`config.mk`:
```
export PLATFORM = sky130hd
export DESIGN_NAME = ssd_digit_scanner
export DESIGN_NICKNAME = d
export VERILOG_FILES = /design/src/rtl/ssd_digit_scanner.sv
export SDC_FILE = /design/constraint.sdc
export NUM_CORES = 1
export LEC_CHECK = 0
export BUFFER_PORTS_ARGS = -buffer_cell sky130_fd_sc_hd__buf_2
export CAP_MARGIN = 30
export CORE_MARGIN = 2
export CORE_UTILIZATION = 56
export DETAILED_ROUTE_END_ITERATION = 16
export GPL_ROUTABILITY_DRIVEN = 0
export PLACE_DENSITY = 0.81
export SYNTH_ARGS = -nofsm -noshare
export SYNTH_HDL_FRONTEND = slang
export SYNTH_SLANG_ARGS = --single-unit
```
`constraint.sdc`:
```
create_clock -name clk -period 3.2 [get_ports clk]
set_input_delay 0.64 -clock clk [delete_from_list [all_inputs] [get_ports clk]]
set_output_delay 0.64 -clock clk [all_outputs]
set_load 0.05 [all_outputs]
```
`src/rtl/ssd_digit_scanner.sv`:
```
// Four-digit multiplexed seven-segment scanner: cycles DRIVE/BLANK per digit,
// double-buffers new values so the display only changes at a frame boundary.
module ssd_digit_scanner #(
  parameter int PRESCALE = 50000
) (
  input  logic        clk,
  input  logic        rst_n,
  input  logic [15:0] value,
  input  logic        value_valid,
  output logic        value_ready,
  input  logic        lz_blank,
  output logic [3:0]  bcd,
  output logic [3:0]  an,
  output logic        frame_start
);

  localparam int CW = (PRESCALE > 1) ? $clog2(PRESCALE) : 1;

  typedef enum logic {
    S_DRIVE = 1'b0,
    S_BLANK = 1'b1
  } state_t;

  logic [CW-1:0] r_cnt;
  logic          w_tick;

  state_t        r_state, w_state_nxt;
  logic [1:0]    r_d, w_d_nxt;
  logic          w_wrap;

  logic [15:0]   r_pend;
  logic          r_pend_full;
  logic [15:0]   r_disp;
  logic [15:0]   w_disp_nxt;
  logic          w_accept;
  logic          w_load_disp;

  logic [3:0]    w_hi_zero;
  logic [3:0]    w_digit;

  logic [3:0]    r_an;
  logic [3:0]    r_bcd;
  logic          r_fs;

  assign w_tick = (r_cnt == CW'(PRESCALE - 1));

  always_ff @(posedge clk or negedge rst_n) begin
    if (!rst_n)      r_cnt <= '0;
    else if (w_tick) r_cnt <= '0;
    else             r_cnt <= r_cnt + CW'(1);
  end

  // Reset parks in BLANK(3) so the first tick is a frame wrap into DRIVE(0).
  always_ff @(posedge clk or negedge rst_n) begin
    if (!rst_n) begin
      r_state <= S_BLANK;
      r_d     <= 2'd3;
    end else begin
      r_state <= w_state_nxt;
      r_d     <= w_d_nxt;
    end
  end

  always_comb begin
    w_state_nxt = r_state;
    w_d_nxt     = r_d;
    w_wrap      = 1'b0;
    if (w_tick) begin
      case (r_state)
        S_DRIVE: w_state_nxt = S_BLANK;
        S_BLANK: begin
          w_state_nxt = S_DRIVE;
          w_d_nxt     = r_d + 2'd1;
          w_wrap      = (r_d == 2'd3);
        end
        default: w_state_nxt = S_BLANK;
      endcase
    end
  end

  assign value_ready = !r_pend_full;
  assign w_accept    = value_valid && !r_pend_full;
  assign w_load_disp = w_wrap && r_pend_full;
  assign w_disp_nxt  = w_load_disp ? r_pend : r_disp;

  // An accept on the wrap tick only sees an empty buffer, so it stays pending.
  always_ff @(posedge clk or negedge rst_n) begin
    if (!rst_n) begin
      r_pend      <= 16'h0000;
      r_pend_full <= 1'b0;
      r_disp      <= 16'h0000;
    end else begin
      if (w_accept) begin
        r_pend      <= value;
        r_pend_full <= 1'b1;
      end else if (w_load_disp) begin
        r_pend_full <= 1'b0;
      end
      r_disp <= w_disp_nxt;
    end
  end

  // w_hi_zero[i]: digit i and everything above it are zero; digit0 never blanks.
  assign w_hi_zero[0] = 1'b0;
  genvar gi;
  generate
    for (gi = 1; gi < 4; gi++) begin : g_hz
      assign w_hi_zero[gi] = (w_disp_nxt[15:4*gi] == '0);
    end
  endgenerate

  assign w_digit = w_disp_nxt[{w_d_nxt, 2'b00} +: 4];

  always_ff @(posedge clk or negedge rst_n) begin
    if (!rst_n) begin
      r_an  <= 4'b1111;
      r_bcd <= 4'hF;
      r_fs  <= 1'b0;
    end else begin
      r_fs <= w_tick && w_wrap;
      if (w_tick) begin
        if (w_state_nxt == S_DRIVE) begin
          r_an  <= ~(4'b0001 << w_d_nxt);
          r_bcd <= (lz_blank && w_hi_zero[w_d_nxt]) ? 4'hF : w_digit;
        end else begin
          r_an  <= 4'b1111;
          r_bcd <= 4'hF;
        end
      end
    end
  end

  assign an          = r_an;
  assign bcd         = r_bcd;
  assign frame_start = r_fs;

endmodule

```
==> metrics.cfg, run 1 <==
[timing]
fmax_mhz = 369
setup_ws_ns = 0.486
setup_viol = 0
finalCriticalPeriod_ns = 2.71
tightestPinTransition_ns = 0.633
slew_violations = 0
finalClockSkew_ns = 0.00770
slew-limit-headroom_pct = 57.7
final_hold_viol_count = 0
fin_crit_sh_pct = 84.8
rsz0062_at_grt = no
tns_ns = 0

[synthesis]
ys_warn_count = 0
ys.flop_type = dfrtp_1
synth_compound_area_share_pct = 8.08
syn_inst = 247
yosys.area_share.simple_pct = 16.0
synthDistinctLibCells = 47
synthMuxAreaShare_pct = 15.1
synth.net_count = 269
synth-edff-count = 0
synth.avg_cell_area_um2 = 11.8
synth-adder-area-share_pct = 0.860
mappedNetlistArea_um2 = 2910
synth.largest_area_cell = dfrtp_1
yosysSeqAreaShare_pct = 52.9
yosysTopAreaCellShare_pct = 43.0
synth_top_cells_by_area = dfrtp_1 43%, mux2_2 11%, dfstp_2 9.9%
ys_ff_latch = 61
synthXorXnorAreaFrac_pct = 4.51
synth_top_family_by_area = simple AND/OR/NAND/NOR gates
synthArstFlopShare_pct = 100

[clock_network]
clk_latency_ns = 0.33
postCtsSetupBuffers = 0
cts.repair.resized = 0
clockBufferDepth = 2
numCtsBuffers = 9
htree_levels = 3
cts_tree = built
root_buffer = clkbuf_8
clkSinkCount = 61
clkTransAtPathRegs_ns = 0.07
cts.hold.buffers_added = 0

[cells_and_area]
antennaDiodeCount = 0
layout-drive-gt1-share_pct = 33.7
fin_nets = 299
n_fill_cell = 412
syn_to_final_growth_pct = 13.1

[setup_path]
regToRegSetupSlack_ns = 0.49
worstSetupPathType = reg2reg
cp_max_fo = 20
critPathBufInv = 0
slowest_stage = dfstp_2
worstSetupStartpointType = register
end_kind = register
critPathTopFamily = compound AO/OA/AOI/OAI gates
cpPeakStageDelay_ns = 0.76
crit_arrival_ns = 2.99
crit_required_ns = 3.48
cp_cell_sequence = ha_1, and3_1, nand2_4, o311a_1, o31ai_1, o32a_1

[outcome]
status = completed

[floorplan]
initial_core_util_pct = 57.3
ios = 30
fp.dieArea_um2 = 5790
core_um2 = 5070
rows = 26
die_w_um = 76.1
die_h_um = 76.1

[routing]
drtIter0Drc = 226
viasPerCell = 5.95
ant_nets = 0
dr.pass1.iters = 4
route.detailed.drc = 0
routed_wl_mm = 5.92
dr_total_vias = 2096
wl_per_cell_um = 16.8

[grt]
grt_pass1_wl_mm = 9.83
grt_max_degree = 47
grt-ovfl-total = 0
first_global_vias = 1981
track_usage_pct = 21.7
antenna_found_initial = 0

[power_and_ir_drop]
vdd_drop_max_v = 0.000371
p_per_area_nw_per_um2 = 466
leakage_nw = 1.61

[placed_design]
io_buffer_count = 29
pre_cts_ws_ns = 0.532
dp_hpwl_mm = 4.16

[job]
max_cap_viol_count = 0

[worst_hold_path]
hp-class = in2async

==> synth_stat cells (3+ instances only) <==
| cell | n |
|---|---|
| dfstp_2 | 11 |
| nor2_1 | 15 |
| xor2_1 | 9 |
| o21ai_0 | 9 |
| nor4_1 | 4 |
| a31oi_1 | 3 |
| nand2_1 | 17 |
| nand3_1 | 14 |
| xnor2_1 | 6 |
| a21oi_1 | 3 |
| mux2i_1 | 6 |
| a41oi_1 | 3 |
| mux2_2 | 29 |
| and3_1 | 8 |
| clkbuf_1 | 8 |
| nand2b_1 | 5 |
| dfrtp_1 | 50 |
| nor3_1 | 5 |
| and2_1 | 3 |
==> worst reg2reg max path, cell delays in order, from the launching register on <==
cell and delay (ns):
dfstp_2 0.76, ha_1 0.31, and3_1 0.34, nand2_4 0.20, o311a_1 0.38, o31ai_1 0.45
o32a_1 0.23
==> logic make-up (layout without fill, tap and decap cells) <==
family                     count (synthesis)  after routing
and+or+nand+nor                           84             84
adders and majority gates                  2              2
buffers and inverters                     15             50
muxes                                     38             38
AOI/OAI and AO/OA                         32             32
DFF                                       61             61
xor gates and xnor gates                  15             15
==> area by class of cell <==
| class | count | area [µm²] | share of cell area (%) |
|---|---|---|---|
| tap | 70 | 87.6 | 2.66 |
| multi-input combinational | 171 | 1300 | 39.4 |
| sequential | 61 | 1540 | 46.8 |
| timing repair buffer | 32 | 168 | 5.10 |
| clock inverter | 5 | 50.0 | 1.52 |
| inverter | 2 | 7.51 | 0.228 |
| clock buffer | 11 | 141 | 4.30 |
==> stage by stage <==
stage,power (mW),hold slack [ns],instance area [µm²],utilization [%],instances
after global routing,1.60,0.226,3290,64.8,352
after detailed placement,0.891,0.443,3100,61.1,336
final,1.53,0.210,3290,64.8,352
after global placement,0.887,0.436,3100,61.1,336
after CTS,1.55,0.210,3290,64.8,352
after floorplan,0.849,0.344,2910,-,247
==> state kept, by name (all words and copies together), names as in the netlist <==
| name | count |
|---|---|
| r_pend | 16 |
| bcd | 4 |
| r_disp | 16 |
| an | 4 |
| r_cnt | 16 |
| r_state | 1 |
| r_pend_full | 1 |
| frame_start | 1 |
| r_d | 2 |
==> routing by layer <==
metal  track usage [%]  up-vias  part of all wire [%]
met5                 0        -                     0
met4              11.6        0                   2.2
met3              4.98       14                   6.4
met2              29.7       84                    45
met1              32.0     1034                    46
li1                  -      964                     -
==> path summary, 6_finish.rpt <==
check	cells past startpoint	start	end
worst max-delay path	6	r_d[0]	bcd[3]
worst min register to register	1	r_cnt[0]	r_cnt[0]
min in group clk	1	r_cnt[0]	r_cnt[0]
worst max register to register	6	r_d[0]	bcd[3]
max in group asynchronous	2	rst_n	r_disp[6]
worst min-delay path	1	rst_n	r_pend[14]
==> report_power, final <==
group | total [mW] | switching (mW) | internal [mW]
logic | 0.0554 | 0.0258 | 0.0296
clock network | 0.657 | 0.282 | 0.375
registers | 0.819 | 0.0236 | 0.796
==> cell usage in the layout (no fill, tap or decap), drive strengths merged, types with 3 or more instances in the layout <==
master	count
dfrtp	50
buf	32
mux2	31
nand2	18
nor2	15
nand3	14
dfstp	11
clkbuf	11
o21ai	9
xor2	9
and3	8
xnor2	6
mux2i	6
nand2b	5
nor3	5
nor4	4
clkinv	4
and2	3
a41oi	3
a21oi	3
a31oi	3
No activity file was read; power rests on OpenSTA's default activity.
==> run 2, diff against run 1 <==
- CORE_UTILIZATION: 56 -> 53
- clock period: 3.2 -> 2.4 ns (I/O delays scaled with it)
==> metrics.cfg, run 2 (synthesized netlist as in run 1, its figures left out) <==
[clock_network]
clkSinkCount = 61  ; unchanged
clkTransAtPathRegs_ns = 0.07  ; about the same
cts.hold.buffers_added = 0  ; unchanged
clockBufferDepth = 2  ; unchanged
numCtsBuffers = 9  ; unchanged
clk_latency_ns = 0.34  ; about the same
htree_levels = 3  ; unchanged
cts_tree = built
root_buffer = clkbuf_8

[timing]
slew-limit-headroom_pct = 59.6  ; +1.9 points
final_hold_viol_count = 0  ; unchanged
finalClockSkew_ns = 0.0123  ; +0.00462 ns
tns_ns = 0  ; unchanged
finalCriticalPeriod_ns = 2.34  ; -0.371 ns
slew_violations = 0  ; unchanged
tightestPinTransition_ns = 0.606  ; -0.0273 ns
whs_ns = 0.140  ; -0.0696 ns
fmax_mhz = 427  ; +16%
setup_viol = 0  ; unchanged
fin_crit_sh_pct = 97.6  ; +13 points

[setup_path]
crit_arrival_ns = 2.61  ; -0.38 ns
worstSetupPathType = reg2reg
r2r_end = bcd[3]
crit_cells = 8  ; +2
end_kind = register
rr_startpoint = r_cnt[0]
cpPeakStageDelay_ns = 0.39  ; -0.37 ns
regToRegSetupSlack_ns = 0.06  ; -0.43 ns
worstSetupStartpointType = register
cp_cell_sequence = ha_1, and3_1, and4_2, nand2_4, buf_4, mux2_4, o2111a_1, o32a_1
crit_required_ns = 2.66  ; -0.82 ns
cp-endpoint = bcd[3]
critPathBufInv = 1  ; +1
critPathTopFamily = simple AND/OR/NAND/NOR gates
reg2regPathDepth = 8  ; +2
slowest_stage = dfrtp_1
crit_path_start = r_cnt[0]
cp_max_fo = 12  ; -40%

[grt]
grt_max_degree = 30  ; -36%
track_usage_pct = 22.1  ; +0.47 points
grt-ovfl-total = 0  ; unchanged
grt_pass1_wl_mm = 10.3  ; +5.1%
antenna_found_initial = 0  ; unchanged
first_global_vias = 2126  ; +7.3%

[cells_and_area]
final_cell_mix = 50 x dfrtp_1, 29 x buf_2, 28 x mux2_2, 24 x buf_4, 17 x nand2_1
post-route-util_pct = 66.5  ; +1.6 points
final_common_cell = dfrtp_1
reg_top3 = r_cnt (16), r_disp (16), r_pend (16)
fin_nets = 320  ; +7.0%
antennaDiodeCount = 0  ; unchanged
design_area_um2 = 3460  ; +5.2%
layout-drive-gt1-share_pct = 38.9  ; +5.3 points
syn_to_final_growth_pct = 18.9

[power_and_ir_drop]
fin_total_pwr_mw = 2.03  ; +33%
p_per_area_nw_per_um2 = 588  ; +26%
leakage_nw = 1.69  ; +5.5%
vdd_drop_max_v = 0.000508  ; +37%

[routing]
drtIter0Drc = 101  ; -55%
routed_wl_mm = 6.27  ; +6.0%
route.detailed.drc = 0  ; unchanged
ant_nets = 0  ; unchanged
dr.pass1.iters = 5  ; +1
dr_total_vias = 2175  ; +3.8%
wl_per_cell_um = 16.8  ; about the same
viasPerCell = 5.83  ; -2.1%

[floorplan]
rows = 26  ; unchanged
die_h_um = 78.1  ; +2.6%
initial_core_util_pct = 55.9  ; -1.4 points
die_w_um = 78.1  ; +2.6%
fp.dieArea_um2 = 6100  ; +5.4%
core_um2 = 5200  ; +2.6%
ios = 30  ; unchanged

[placed_design]
placed_area_um2 = 3200  ; +3.1%
dp_hpwl_mm = 4.44  ; +6.7%
io_buffer_count = 29  ; unchanged

[outcome]
status = completed

[job]
max_cap_viol_count = 0  ; unchanged

[worst_hold_path]
hp-class = in2async

## run 2: cell count changes in the layout (fill, tap and decap cells not counted), sizes merged
cell / before / now
clkinv: 4 / 3
buf: 32 / 53
clkbuf: 11 / 12
## run 2: metrics by stage
step / setup WS [ns] / instances
2_1_floorplan: 0.0774 / 247
3_3_place_gp: 0.109 / 349
3_5_place_dp: 0.0390 / 349
4_1_cts: 0.0190 / 365
5_1_grt: -0.00286 / 373
6_report: 0.0569 / 373
## run 2: repair_timing
| item | CTS | global route |
|---|---|---|
| endpoints found under the hold margin | 0 | 0 |
| buffers inserted | 0 | 8 |
| setup endpoints to repair | 1 | 4 |
| gates resized for setup | 1 | 6 |
| cloned | 0 | 0 |
| pin swaps | 0 | 3 |
## run 2: layer usage
layer / GRT usage [%] / wire [µm] / vias up
li1: - / - / 1002
met1: 28.1 / 2660 / 1080
met2: 36.1 / 3130 / 67
met3: 5.06 / 285 / 26
met4: 10.4 / 201 / 0
met5: 0 / 0 / -
## run 2: where the power goes
part | total [mW] | internal (mW) | switching [mW]
clock | 0.867 | 0.479 | 0.388
combinational | 0.0760 | 0.0407 | 0.0353
sequential | 1.09 | 1.06 | 0.0310
total | 2.03 | 1.58 | 0.454
## run 2: worst min path at each step
stage | end | cells after the start
after floorplan | frame_start | 0
final | r_cnt[6] | 1
after global placement | r_cnt[0] | 1
after detailed placement | an[3] | 2
after CTS | r_cnt[8] | 1
after global routing | r_cnt[6] | 1
## run 2: area by class of cell
cell class | count | area, µm²
flip-flops and latches | 61 | 1540
clock buffers | 12 | 135
clock inverters | 4 | 48.8
repair buffers | 53 | 325
well taps | 70 | 87.6
inverters | 2 | 7.51
multi-input cells | 171 | 1320
fillers | 405 | 1740
==> run 3, diff against run 2 <==
- PLACE_DENSITY: 0.81 -> 0.75
- RECOVER_POWER: default -> 25
==> metrics.cfg, run 3 (synthesized netlist as in run 1, its figures left out) <==
[worst_hold_path]
hold_depth = 3
hp-class = in2reg
min-delay-start = value_valid

[setup_path]
critPathBufInv = 0  ; -1
slowest_stage = mux4_2
worstSetupPathType = reg2reg
cp_max_fo = 10  ; -2
rr_startpoint = r_cnt[0]
crit_required_ns = 2.67  ; about the same
cp_cell_sequence = ha_1, and3_1, and4_1, nand2_4, mux2_2, mux4_2, o22a_1
worstSetupStartpointType = register
critPathTopFamily = multiplexers
crit_path_start = r_cnt[0]
cpPeakStageDelay_ns = 0.48  ; +0.09 ns
end_kind = register
crit_cells = 7  ; -1
reg2regPathDepth = 7  ; -1
crit_arrival_ns = 2.55  ; -0.06 ns

[grt]
first_global_vias = 2062  ; -3.0%
track_usage_pct = 22.0  ; -0.11 points
grt_pass1_wl_mm = 10.3  ; about the same
grt-ovfl-total = 0  ; unchanged
antenna_found_initial = 0  ; unchanged
grt_max_degree = 33  ; +10%

[timing]
slew_violations = 30  ; +30
finalClockSkew_ns = 0.00838  ; -0.00394 ns
rsz0062_at_grt = no
tightestPinTransition_ns = 1.63  ; +1.03 ns
tns_ns = 0  ; unchanged
finalCriticalPeriod_ns = 2.28  ; -0.0628 ns
setup_viol = 0  ; unchanged
fin_crit_sh_pct = 95.0  ; -2.6 points
final_hold_viol_count = 0  ; unchanged
fmax_mhz = 439  ; +2.8%
slew-limit-headroom_pct = -8.86  ; -68 points

[floorplan]
initial_core_util_pct = 55.9  ; unchanged
die_w_um = 78.1  ; unchanged
die_h_um = 78.1  ; unchanged
rows = 26  ; unchanged
ios = 30  ; unchanged
fp.dieArea_um2 = 6100  ; unchanged
core_um2 = 5200  ; unchanged

[routing]
wl_per_cell_um = 16.6  ; -1.0%
viasPerCell = 5.80  ; -0.48%
route.detailed.drc = 0  ; unchanged
ant_nets = 0  ; unchanged
drtIter0Drc = 158  ; +56%
dr.pass1.iters = 4  ; -1
dr_total_vias = 2124  ; -2.3%
routed_wl_mm = 6.09  ; -2.9%

[placed_design]
io_buffer_count = 29  ; unchanged
placed_area_um2 = 3200  ; +0.16%
dp_hpwl_mm = 4.40  ; -0.90%

[cells_and_area]
antennaDiodeCount = 0  ; unchanged
syn_to_final_growth_pct = 18.5
design_area_um2 = 3450  ; -0.33%
reg_top3 = r_cnt (16), r_disp (16), r_pend (16)
layout-drive-gt1-share_pct = 37.2  ; -1.8 points
post-route-util_pct = 66.3  ; -0.22 points
final_common_cell = dfrtp_1
final_cell_mix = 50 x dfrtp_1, 29 x mux2_2, 28 x buf_2, 17 x nand2_1, 16 x buf_4
multi_input_area_um2 = 1310  ; -0.86%
n_fill_cell = 421  ; +4.0%
fin_nets = 313  ; -2.2%
seq_area_um2 = 1540  ; unchanged

[power_and_ir_drop]
p_per_area_nw_per_um2 = 636  ; +8.3%
fin_total_pwr_mw = 2.20  ; +7.9%
vdd_drop_max_v = 0.000401  ; -21%
leakage_nw = 1.68  ; -0.50%

[clock_network]
root_buffer = clkbuf_8
clkTransAtPathRegs_ns = 0.07  ; about the same
cts_tree = built
clk_latency_ns = 0.33  ; about the same
clockBufferDepth = 2  ; unchanged
htree_levels = 3  ; unchanged
numCtsBuffers = 9  ; unchanged
clkSinkCount = 61  ; unchanged

[outcome]
status = finished, violations left
violations = capacitance limit, slew limit

[job]
max_cap_viol_count = 1  ; +1

[run 3: through the flow]
stage,hold slack [ns],setup WS [ns],std cells
2_1_floorplan,0.184,0.0774,247
3_3_place_gp,0.436,0.135,348
3_5_place_dp,0.453,0.0862,348
4_1_cts,0.187,0.0817,364
5_1_grt,0.366,0.0222,366
6_report,0.372,0.120,366
[run 3: final cells by class]
class | instances | share of cell area, %
tap | 70 | 2.54
timing repair buffer | 46 | 8.23
inverter | 2 | 0.218
clock inverter | 4 | 2.03
clock buffer | 12 | 4.50
sequential | 61 | 44.7
multi-input combinational | 171 | 37.8
[run 3: worst paths after layout]
check / endpoint / slack, ns
worst max-delay path: bcd[1] / 0.12
worst min-delay path: r_pend_full / 0.37
worst max register to register: bcd[1] / 0.12
worst min register to register: an[1] / 0.46
max in group asynchronous: bcd[1] / 0.89
min in group asynchronous: r_cnt[8] / 0.55
[run 3: power breakdown]
group / switching, mW / leakage (nW) / internal [mW]
sequential: 0.0302 / 0.767 / 1.06
clock: 0.390 / 0.116 / 0.638
combinational: 0.0342 / 0.801 / 0.0415
[run 3: metal layers]
layer / wire length (µm) / global-route usage (%)
met1: 2730 / 29.9
met2: 2990 / 34.0
met3: 264 / 6.09
met4: 107 / 8.42
met5: 0 / 0
[run 3: repair_timing]
action | in CTS | in global routing
endpoints found under the setup margin | 0 | 3
gates resized for setup | 0 | 3
hold buffers | 0 | 0
setup buffers | 0 | 2
[run 3: tightest hold or removal path, stage by stage]
cell    delay, ns
buf_2        0.08
nor2_1       0.03
nor2_1       0.07
